$ cat config.mk
export PLATFORM = sky130hd
export DESIGN_NAME = smu_dribbler_flat
export DESIGN_NICKNAME = d
export VERILOG_FILES = /design/src/rtl/smu_dribbler_if.sv /design/src/rtl/smu_dribbler.sv /design/src/flat_wrapper.sv
export SDC_FILE = /design/constraint.sdc
export NUM_CORES = 1
export LEC_CHECK = 0
export ABC_AREA = 1
export ABC_CLOCK_PERIOD_IN_PS = 6200
export BUFFER_PORTS_ARGS = -buffer_cell sky130_fd_sc_hd__clkbuf_2
export CAP_MARGIN = 10
export CORE_MARGIN = 2
export CORE_UTILIZATION = 57
export CTS_CLUSTER_DIAMETER = 100
export CTS_CLUSTER_SIZE = 24
export DETAILED_ROUTE_END_ITERATION = 16
export GPL_TIMING_DRIVEN = 0
export PLACE_DENSITY_LB_ADDON = 0.15
export RECOVER_POWER = 25
export SYNTH_ARGS = -nofsm -noshare
export SYNTH_HDL_FRONTEND = slang
export SYNTH_SLANG_ARGS = --single-unit
export TNS_END_PERCENT = 100
$ cat constraint.sdc
create_clock -name pj_clk -period 6.2 [get_ports pj_clk]
set_input_delay 0.93 -clock pj_clk [delete_from_list [all_inputs] [get_ports pj_clk]]
set_output_delay 0.93 -clock pj_clk [all_outputs]
set_load 0.01 [all_outputs]
$ cat src/rtl/smu_dribbler_if.sv
// ---------------------------------------------------------------------------
// smu_dribbler_if
// Request/return bus between the stack-management dribbler and the DCU.
//   smu_req      : request valid, held until dcu_smu_ack
//   smu_st       : 1 = spill store, 0 = fill load
//   smu_addr     : word address of the request
//   smu_data     : store data for a spill
//   dcu_smu_ack  : DCU accepts the pending request
//   dcu_data_vld : fill return data valid
//   dcu_data     : fill return data
// master = dribbler side, slave = DCU side.
// ---------------------------------------------------------------------------
interface smu_dribbler_if;
    logic        smu_req;
    logic        smu_st;
    logic [31:0] smu_addr;
    logic [31:0] smu_data;
    logic        dcu_smu_ack;
    logic        dcu_data_vld;
    logic [31:0] dcu_data;

    modport master (
        output smu_req, smu_st, smu_addr, smu_data,
        input  dcu_smu_ack, dcu_data_vld, dcu_data
    );

    modport slave (
        input  smu_req, smu_st, smu_addr, smu_data,
        output dcu_smu_ack, dcu_data_vld, dcu_data
    );
endinterface

$ cat src/rtl/smu_dribbler.sv
// ---------------------------------------------------------------------------
// smu_dribbler
// Background spill/fill engine for the stack cache (S$). When dribbling is
// enabled it spills the bottom S$ entry to memory if the cache is too full,
// or fills one word back from memory if it is too empty, tracking the memory
// address of the cache bottom in SC_BOTTOM (smu_sbase).
//
// Ports
//   pj_clk, pj_reset_l          : clock, asynchronous active-low reset
//   dribble_en                  : dribbling enable (PSR.DRE)
//   num_entries/low_mark/high_mark : S$ occupancy and fill/spill thresholds
//   und_flw_bit                 : 1 = nothing left in memory to fill
//   sbase_ld, sbase_in          : software write of SC_BOTTOM
//   sc_rd_data                  : bottom S$ entry (spill data source)
//   squash_fill                 : abort an outstanding fill
//   smu_sbase                   : current SC_BOTTOM
//   smu_we, smu_wdata           : S$ fill write
//   smu_sbase_we                : SC_BOTTOM update strobe (spill/fill done)
//   spill, fill                 : one-cycle completion pulses
//   less_than_6, dribble_stall  : occupancy status (combinational)
//   dcu                         : DCU request/return bus (master side)
// ---------------------------------------------------------------------------
module smu_dribbler (
    input  logic                 pj_clk,
    input  logic                 pj_reset_l,
    input  logic                 dribble_en,
    input  logic [5:0]           num_entries,
    input  logic [5:0]           low_mark,
    input  logic [5:0]           high_mark,
    input  logic                 und_flw_bit,
    input  logic                 sbase_ld,
    input  logic [31:0]          sbase_in,
    input  logic [31:0]          sc_rd_data,
    input  logic                 squash_fill,
    output logic [31:0]          smu_sbase,
    output logic                 smu_we,
    output logic [31:0]          smu_wdata,
    output logic                 smu_sbase_we,
    output logic                 spill,
    output logic                 fill,
    output logic                 less_than_6,
    output logic                 dribble_stall,
    smu_dribbler_if.master       dcu
);

    typedef enum logic [1:0] {
        IDLE      = 2'd0,
        SPILL_REQ = 2'd1,
        FILL_REQ  = 2'd2,
        FILL_WAIT = 2'd3
    } state_t;

    state_t      state_q;
    logic        squashed_q;
    logic [31:0] sbase_q;
    logic [31:0] sbase_d;
    logic        req_q;
    logic        st_q;
    logic [31:0] addr_q;
    logic [31:0] data_q;
    logic [31:0] wdata_q;
    logic        we_q;
    logic        sbase_we_q;
    logic        spill_q;
    logic        fill_q;

    logic spill_cond;
    logic fill_cond;
    logic spill_ack;
    logic squash_now;
    logic fill_done;

    // Spill is tested first so it wins when misconfigured marks overlap.
    assign spill_cond = (num_entries > high_mark);
    assign fill_cond  = (num_entries < low_mark) && !und_flw_bit;

    assign spill_ack  = (state_q == SPILL_REQ) && dcu.dcu_smu_ack;
    // Returning data is dropped if the fill was squashed earlier, or if a
    // squash or SC_BOTTOM reload lands in the very cycle the data returns.
    assign squash_now = squashed_q || squash_fill || sbase_ld;
    assign fill_done  = (state_q == FILL_WAIT) && dcu.dcu_data_vld && !squash_now;

    // Software load overrides any hardware step; arithmetic wraps mod 2^32.
    always_comb begin
        sbase_d = sbase_q;
        if (spill_ack) begin
            sbase_d = sbase_q - 32'd4;
        end else if (fill_done) begin
            sbase_d = sbase_q + 32'd4;
        end
        if (sbase_ld) begin
            sbase_d = sbase_in;
        end
    end

    always_ff @(posedge pj_clk or negedge pj_reset_l) begin
        if (!pj_reset_l) begin
            state_q    <= IDLE;
            squashed_q <= 1'b0;
            sbase_q    <= 32'd0;
            req_q      <= 1'b0;
            st_q       <= 1'b0;
            addr_q     <= 32'd0;
            data_q     <= 32'd0;
            wdata_q    <= 32'd0;
            we_q       <= 1'b0;
            sbase_we_q <= 1'b0;
            spill_q    <= 1'b0;
            fill_q     <= 1'b0;
        end else begin
            // Completion strobes are single-cycle pulses.
            we_q       <= 1'b0;
            sbase_we_q <= 1'b0;
            spill_q    <= 1'b0;
            fill_q     <= 1'b0;
            sbase_q    <= sbase_d;

            unique case (state_q)
                IDLE: begin
                    // Address is taken from sbase_d so a same-cycle software
                    // load is honoured by the request it launches.
                    if (dribble_en && spill_cond) begin
                        state_q <= SPILL_REQ;
                        req_q   <= 1'b1;
                        st_q    <= 1'b1;
                        addr_q  <= sbase_d;
                        data_q  <= sc_rd_data;
                    end else if (dribble_en && fill_cond) begin
                        state_q <= FILL_REQ;
                        req_q   <= 1'b1;
                        st_q    <= 1'b0;
                        addr_q  <= sbase_d + 32'd4;
                    end
                end

                SPILL_REQ: begin
                    if (dcu.dcu_smu_ack) begin
                        state_q    <= IDLE;
                        req_q      <= 1'b0;
                        st_q       <= 1'b0;
                        spill_q    <= 1'b1;
                        sbase_we_q <= 1'b1;
                    end
                end

                FILL_REQ: begin
                    if (dcu.dcu_smu_ack) begin
                        // Once accepted the load cannot be recalled, so a
                        // squash here only marks the return for discard.
                        state_q <= FILL_WAIT;
                        req_q   <= 1'b0;
                        if (squash_fill || sbase_ld) begin
                            squashed_q <= 1'b1;
                        end
                    end else if (squash_fill) begin
                        state_q    <= IDLE;
                        req_q      <= 1'b0;
                        squashed_q <= 1'b0;
                    end else if (sbase_ld) begin
                        squashed_q <= 1'b1;
                    end
                end

                FILL_WAIT: begin
                    if (dcu.dcu_data_vld) begin
                        state_q    <= IDLE;
                        squashed_q <= 1'b0;
                        if (!squash_now) begin
                            we_q       <= 1'b1;
                            fill_q     <= 1'b1;
                            sbase_we_q <= 1'b1;
                            wdata_q    <= dcu.dcu_data;
                        end
                    end else if (squash_fill || sbase_ld) begin
                        squashed_q <= 1'b1;
                    end
                end

                default: state_q <= IDLE;
            endcase
        end
    end

    assign dcu.smu_req  = req_q;
    assign dcu.smu_st   = st_q;
    assign dcu.smu_addr = addr_q;
    assign dcu.smu_data = data_q;

    assign smu_sbase     = sbase_q;
    assign smu_we        = we_q;
    assign smu_wdata     = wdata_q;
    assign smu_sbase_we  = sbase_we_q;
    assign spill         = spill_q;
    assign fill          = fill_q;
    assign less_than_6   = (num_entries < 6'd6);
    assign dribble_stall = less_than_6 && !und_flw_bit;

endmodule

$ cat src/flat_wrapper.sv
// flat-port wrapper written by rule: the top's interface ports become plain ports
module smu_dribbler_flat 
  (pj_clk, pj_reset_l, dribble_en, num_entries, low_mark, high_mark, und_flw_bit, sbase_ld, sbase_in, sc_rd_data, squash_fill, smu_sbase, smu_we, smu_wdata, smu_sbase_we, spill, fill, less_than_6, dribble_stall, dcu_smu_req, dcu_smu_st, dcu_smu_addr, dcu_smu_data, dcu_dcu_smu_ack, dcu_dcu_data_vld, dcu_dcu_data);
  smu_dribbler_if dcu_i ();
  input  logic pj_clk;
  input  logic pj_reset_l;
  input  logic dribble_en;
  input  logic [5:0] num_entries;
  input  logic [5:0] low_mark;
  input  logic [5:0] high_mark;
  input  logic und_flw_bit;
  input  logic sbase_ld;
  input  logic [31:0] sbase_in;
  input  logic [31:0] sc_rd_data;
  input  logic squash_fill;
  output logic [31:0] smu_sbase;
  output logic smu_we;
  output logic [31:0] smu_wdata;
  output logic smu_sbase_we;
  output logic spill;
  output logic fill;
  output logic less_than_6;
  output logic dribble_stall;
  output wire logic [$bits(dcu_i.smu_req)-1:0] dcu_smu_req;
  output wire logic [$bits(dcu_i.smu_st)-1:0] dcu_smu_st;
  output wire logic [$bits(dcu_i.smu_addr)-1:0] dcu_smu_addr;
  output wire logic [$bits(dcu_i.smu_data)-1:0] dcu_smu_data;
  input wire logic [$bits(dcu_i.dcu_smu_ack)-1:0] dcu_dcu_smu_ack;
  input wire logic [$bits(dcu_i.dcu_data_vld)-1:0] dcu_dcu_data_vld;
  input wire logic [$bits(dcu_i.dcu_data)-1:0] dcu_dcu_data;
  assign dcu_smu_req = dcu_i.smu_req;
  assign dcu_smu_st = dcu_i.smu_st;
  assign dcu_smu_addr = dcu_i.smu_addr;
  assign dcu_smu_data = dcu_i.smu_data;
  assign dcu_i.dcu_smu_ack = dcu_dcu_smu_ack;
  assign dcu_i.dcu_data_vld = dcu_dcu_data_vld;
  assign dcu_i.dcu_data = dcu_dcu_data;
  smu_dribbler u_core (.pj_clk(pj_clk), .pj_reset_l(pj_reset_l), .dribble_en(dribble_en), .num_entries(num_entries), .low_mark(low_mark), .high_mark(high_mark), .und_flw_bit(und_flw_bit), .sbase_ld(sbase_ld), .sbase_in(sbase_in), .sc_rd_data(sc_rd_data), .squash_fill(squash_fill), .smu_sbase(smu_sbase), .smu_we(smu_we), .smu_wdata(smu_wdata), .smu_sbase_we(smu_sbase_we), .spill(spill), .fill(fill), .less_than_6(less_than_6), .dribble_stall(dribble_stall), .dcu(dcu_i));
endmodule
**After elaboration in Yosys (flattened, before gate mapping)**

Index checks and enable logic that the tools add are counted.

- Flip-flop bits (word level): 136
- Latch bits: 0
- RAM bits: 0
- Memory bits (read-only): 0
- Bits of input ports: 122
- Output and inout bits: 136
- Logic and storage cells: 83
- Memories kept: 0

- $add $sub $neg: 3
- Multipliers: 0
- Divide/modulo/power cells: 0
- Order comparisons: 3
- Equal/unequal tests: 8
- Shifts and indexed selects: 0
- Multiplexer cells: 33
- Bitwise logic cells: 1
- Reductions and logical operators: 24

Operators by type and width:

| cell | count |
|---|---|
| 32-bit 2-to-1 mux | 5 |
| 32-bit by 3-bit adder with 32-bit output (second input constant) | 2 |
| 32-bit by 3-bit subtractor with 32-bit output (second input constant) | 1 |
| 1-bit 2-to-1 mux | 17 |
| 2-bit 2-to-1 mux | 6 |
| 2-bit case mux with 4 select lines | 1 |
| 4-bit AND reduction | 2 |
| 1-bit logical AND | 7 |
| 6-bit greater-than comparator | 1 |
| 6-bit by 3-bit less-than comparator with 1-bit output (second input constant) | 1 |
| 6-bit less-than comparator | 1 |
| 1-bit case mux with 2 select lines | 3 |
| 2-bit AND reduction | 3 |
| 3-bit AND reduction | 2 |
| 2-bit nonzero test | 3 |
| 2-bit equality test (second input constant) | 2 |
| 2-bit inequality test (second input constant) | 2 |
| 4-bit inequality test (second input constant) | 1 |
| 1-bit logical OR | 3 |
| 3-bit by 1-bit inequality test with 1-bit output (second input constant) | 1 |
| 3-bit inequality test (second input constant) | 1 |
| 1-bit case mux with 3 select lines | 1 |
| 3-bit nonzero test | 1 |
| 2-bit by 1-bit equality test with 1-bit output (second input constant) | 1 |
| 3 further kinds | 4 |

**Longest topological paths before layout**

- Depth after elaboration: 10
- Gate-level depth with buffers: 21
- Mapped depth without buffers: 21

**Least setup slack after synthesis**

Ideal clock, no wire load.

- Path type: input-to-reg
- From: input port high_mark[5]
- To: register u_core.data_q[10] (netlist: u_core.dcu.smu_data[10])
- Library setup time: 125 ps
- Arrival: 2,802 ps
- Required time: 6,075 ps
- Setup slack: 3,273 ps
- Stages on the path: 11
- Buffers on the path: 1
- Path through: inv_1 > ha_1 > nand2_1 > inv_1 > nand3_1 > o21a_1 > nand2_1 > clkinv_1 > nand2_1 > buf_2 > mux2_2

- Longest elaborated chain between the ends: 3

Ends and longest elaborated chain:

| element | RTL line | source |
|---|---|---|
| from (decl) | flat_wrapper.sv:10 | `input logic [5:0] high_mark;` |
| 6-bit greater-than comparator | smu_dribbler.sv:74 | `assign spill_cond = (num_entries > high_mark);` |
| 1-bit logical AND | smu_dribbler.sv:122 | `if (dribble_en && spill_cond) begin` |
| 2-bit AND reduction (no source line) | - |  |
| to (signal assigned) | smu_dribbler.sv:127 | `data_q <= sc_rd_data;` |
| to (decl) | smu_dribbler.sv:60 | `logic [31:0] data_q;` |

Every way passes these cells.
A chain may end at the register's enable or synchronous reset.

==> flow_summary.ini <==
[cts]
ctsHoldBuffers = 0
root_buffer = clkbuf_16
cts.reportedPaths.clkPinSlew_ns = 0.06
cts_made_buffers = 17
cts_tree = yes
clkLatencyLatePin_ns = 0.43
cts_sinks = 136
cts_max_level = 4
clock_path_buffers = 2
cts_resized = 0
cts_setup_buffers = 0

[floorplan]
rows = 44
die_h_um = 125.9
fp.dieW_um = 125.9
start_util = 0.5824
io_pins = 258
core-area_um2 = 14530
die-area_um2 = 15840

[timing]
slew_violations = 59
finalSetupViolCount = 0
timing.slew.headroom = -1.205
tightest_slew_ns = 3.307
fin_skew_ns = 0.01030
period_needed_ns = 3.480
tns_ns = 0
rsz0062_at_grt = false
hold-worst-slack_ns = 0.4770
hold_viol = 0
final.setup.worst_slack_ns = 2.720
period_share = 0.5613
fmax_mhz = 287.3

[drt]
drtIter0Drc = 795
vias_per_cell = 5.438
via_count = 8635
drt_pass1_iterations = 5
postRouteAntennaNets = 0
drc = 0
drt-total-wl_um = 25920
wl_per_cell_um = 16.32

[power]
p_leak_nw = 5.837
pwr-share-clk = 0.288
internal-power_mw = 2.417
p_comb_frac = 0.352
p_switching_mw = 1.425
switching_share = 0.3708
power_mw = 3.842
peakVddDrop_uv = 322.8
power_density_nw_per_um2 = 360.8
p_seq_frac = 0.360

[setup_path]
cpPeakStageDelay_ns = 2.28
required_ns = 5.99
rr_worst_depth = 17
crit_chain = clkbuf_1
startpoint_type = input port
critical_path.max_fanout = 59
rr_startpoint = u_core.state_q[1]
cp_slowest_cell = clkbuf_1
arrival_ns = 3.27
critPathKind = in -> async
reg2reg_to = u_core.dcu.smu_addr[31]
crit_cells = 1
reg2reg_slack_ns = 3.22
cp-end-kind = async pin
cp_num_buf_inv = 1
path_delay_family = buffers and inverters

[job]
cap_violations = 1

[final_layout]
final_util = 0.7327
instances_no_fill = 1588
diodes = 0
fill_cells = 1186
final_area_um2 = 10650
syn_to_final_growth_pct = 25.81
drive_above_1_share = 0.3198
nNetsFinal = 1532

[grt]
grt_overflow = 0
grt_pass1_wl_um = 41060
grt_max_degree = 79
grt_pass1_vias = 8294
track_usage = 0.3296
antenna_found_initial = 0

[yosys]
ys_warn_count = 0
syn-cell-area_um2 = 8464
syn_area_per_cell_um2 = 7.598
async_flop_share = 1.000
yosys_most_used_dff = dfrtp_1
netlist-cell-type-count = 48
synth_edf_count = 0
ys_seq_elements = 136
yosysSeqAreaShare = 0.4021
synth_nets = 1255
syn_inst = 1114

[worst_hold_path]
min_to = u_core.dcu.smu_addr[31]
min_path_type = reg -> reg
worstHoldPathCells = 2
min_from = u_core.dcu.smu_addr[31]

[run_status]
outcome = finished, violations left
violations = max-capacitance violations, max-slew violations

[placed_design]
io_buffers = 257
placed_cells = 1556
dp_slack_ns = 2.451
dp_hpwl_um = 19980
place_area_um2 = 10020
gp_congestion = 1.004
[cell usage after synthesis, types with 3 or more instances]
cell	n	area, um2
nand3b_1	5	37.54
inv_2	8	30.03
o21ai_0	21	105.1
nor2_4	16	180.2
buf_6	5	56.30
ha_1	19	237.7
nand2_2	23	143.9
nand3_4	4	70.07
nor3_1	9	45.04
or2_2	14	87.58
o21ai_1	4	20.02
mux2_2	32	360.4
nand2_1	370	1389
o31ai_1	3	22.52
nor2_2	13	81.33
a21oi_1	15	75.07
inv_1	101	379.1
buf_2	14	70.07
a31oi_1	5	31.28
nand3_2	13	130.1
nor2_1	88	330.3
nand2_4	10	112.6
xor2_1	3	26.28
dfrtp_1	136	3403
clkbuf_1	12	45.04
nand4_1	26	162.7
nand3_1	118	590.6
[sequential cells by signal, summed over array words and instances (netlist names)]
name	cells
u_core.dcu.smu_addr	32
u_core.dcu.smu_data	32
u_core.smu_sbase	32
u_core.smu_wdata	32
u_core.state_q	2
u_core.dcu.smu_req	1
u_core.dcu.smu_st	1
u_core.smu_sbase_we	1
u_core.smu_we	1
u_core.spill	1
u_core.squashed_q	1
[power by group through the flow]
stage / Sequential, mW / Combinational (mW) / Clock (mW)
final: 1.38 / 1.35 / 1.11
after global routing: 1.42 / 1.48 / 1.15
after CTS: 1.38 / 1.36 / 1.11
after detailed placement: 1.39 / 1.34 / 0
after global placement: 1.37 / 1.31 / 0
after floorplan: 1.50 / 0.637 / 0
[layout by cell type (no fill, tap or decap), drive strengths merged]
cell	Yosys	final
nand2	403	403
clkbuf	12	288
dfrtp	136	136
nand3	135	135
nor2	118	118
inv	109	112
mux2	32	32
nand4	27	27
o21ai	25	25
buf	20	21
ha	19	19
a21oi	17	17
or2	16	16
nor3	13	13
clkinv	2	8
nand3b	5	5
a31oi	5	5
bufinv	0	4
xor2	3	3
o31ai	3	3
nor4	2	2
o21a	2	2
o211ai	1	1
and3	1	1
and2	1	1
a21boi	1	1
o2111ai	1	1
o221ai	1	1
a22oi	1	1
nor3b	1	1
o21bai	1	1
xnor2	1	1
[final cells by class]
| class | instances | area, um2 | share of cell area |
|---|---|---|---|
| flip-flops and latches | 136 | 3403 | 0.3196 |
| clock buffers | 19 | 452.9 | 0.04253 |
| clock inverters | 13 | 191.4 | 0.01798 |
| well taps | 184 | 230.2 | 0.02162 |
| inverters | 111 | 416.7 | 0.03913 |
| repair buffers | 258 | 1313 | 0.1233 |
| multi-input cells | 835 | 4463 | 0.4191 |
| plain buffers | 32 | 178.9 | 0.01680 |
[logic make-up (layout without fill, tap and decap cells)]
kind of cell / Yosys count / in the layout / share of synthesized area
buf+inv: 143 / 433 / 0.07036
mux: 32 / 32 / 0.04257
fa+ha+maj: 19 / 19 / 0.02809
compound gates: 58 / 58 / 0.04036
flops: 136 / 136 / 0.4021
xor+xnor: 4 / 4 / 0.004140
simple gates: 722 / 722 / 0.4124
[metal layers]
layer / global-route usage / vias to the layer above / share of wire
met1: 0.3982 / 3973 / 0.39
met3: 0.07816 / 80 / 0.086
met5: 0 / - / 0
met2: 0.5517 / 437 / 0.48
li1: - / 4145 / -
met4: 0.1713 / 0 / 0.044
[worst max-delay path by stage]
stage / end / start / slack, ns
5_1_grt: u_core.smu_sbase[15] / pj_reset_l / 2.07
6_report: u_core.smu_sbase[30] / pj_reset_l / 2.72
2_1_floorplan: u_core.dcu.smu_data[10] / high_mark[5] / 3.27
3_3_place_gp: u_core.smu_sbase[29] / pj_reset_l / 1.99
4_1_cts: u_core.dcu.smu_addr[4] / num_entries[5] / 2.87
3_5_place_dp: u_core.dcu.smu_addr[7] / num_entries[5] / 2.45
Power figures use the tool's default switching activity.
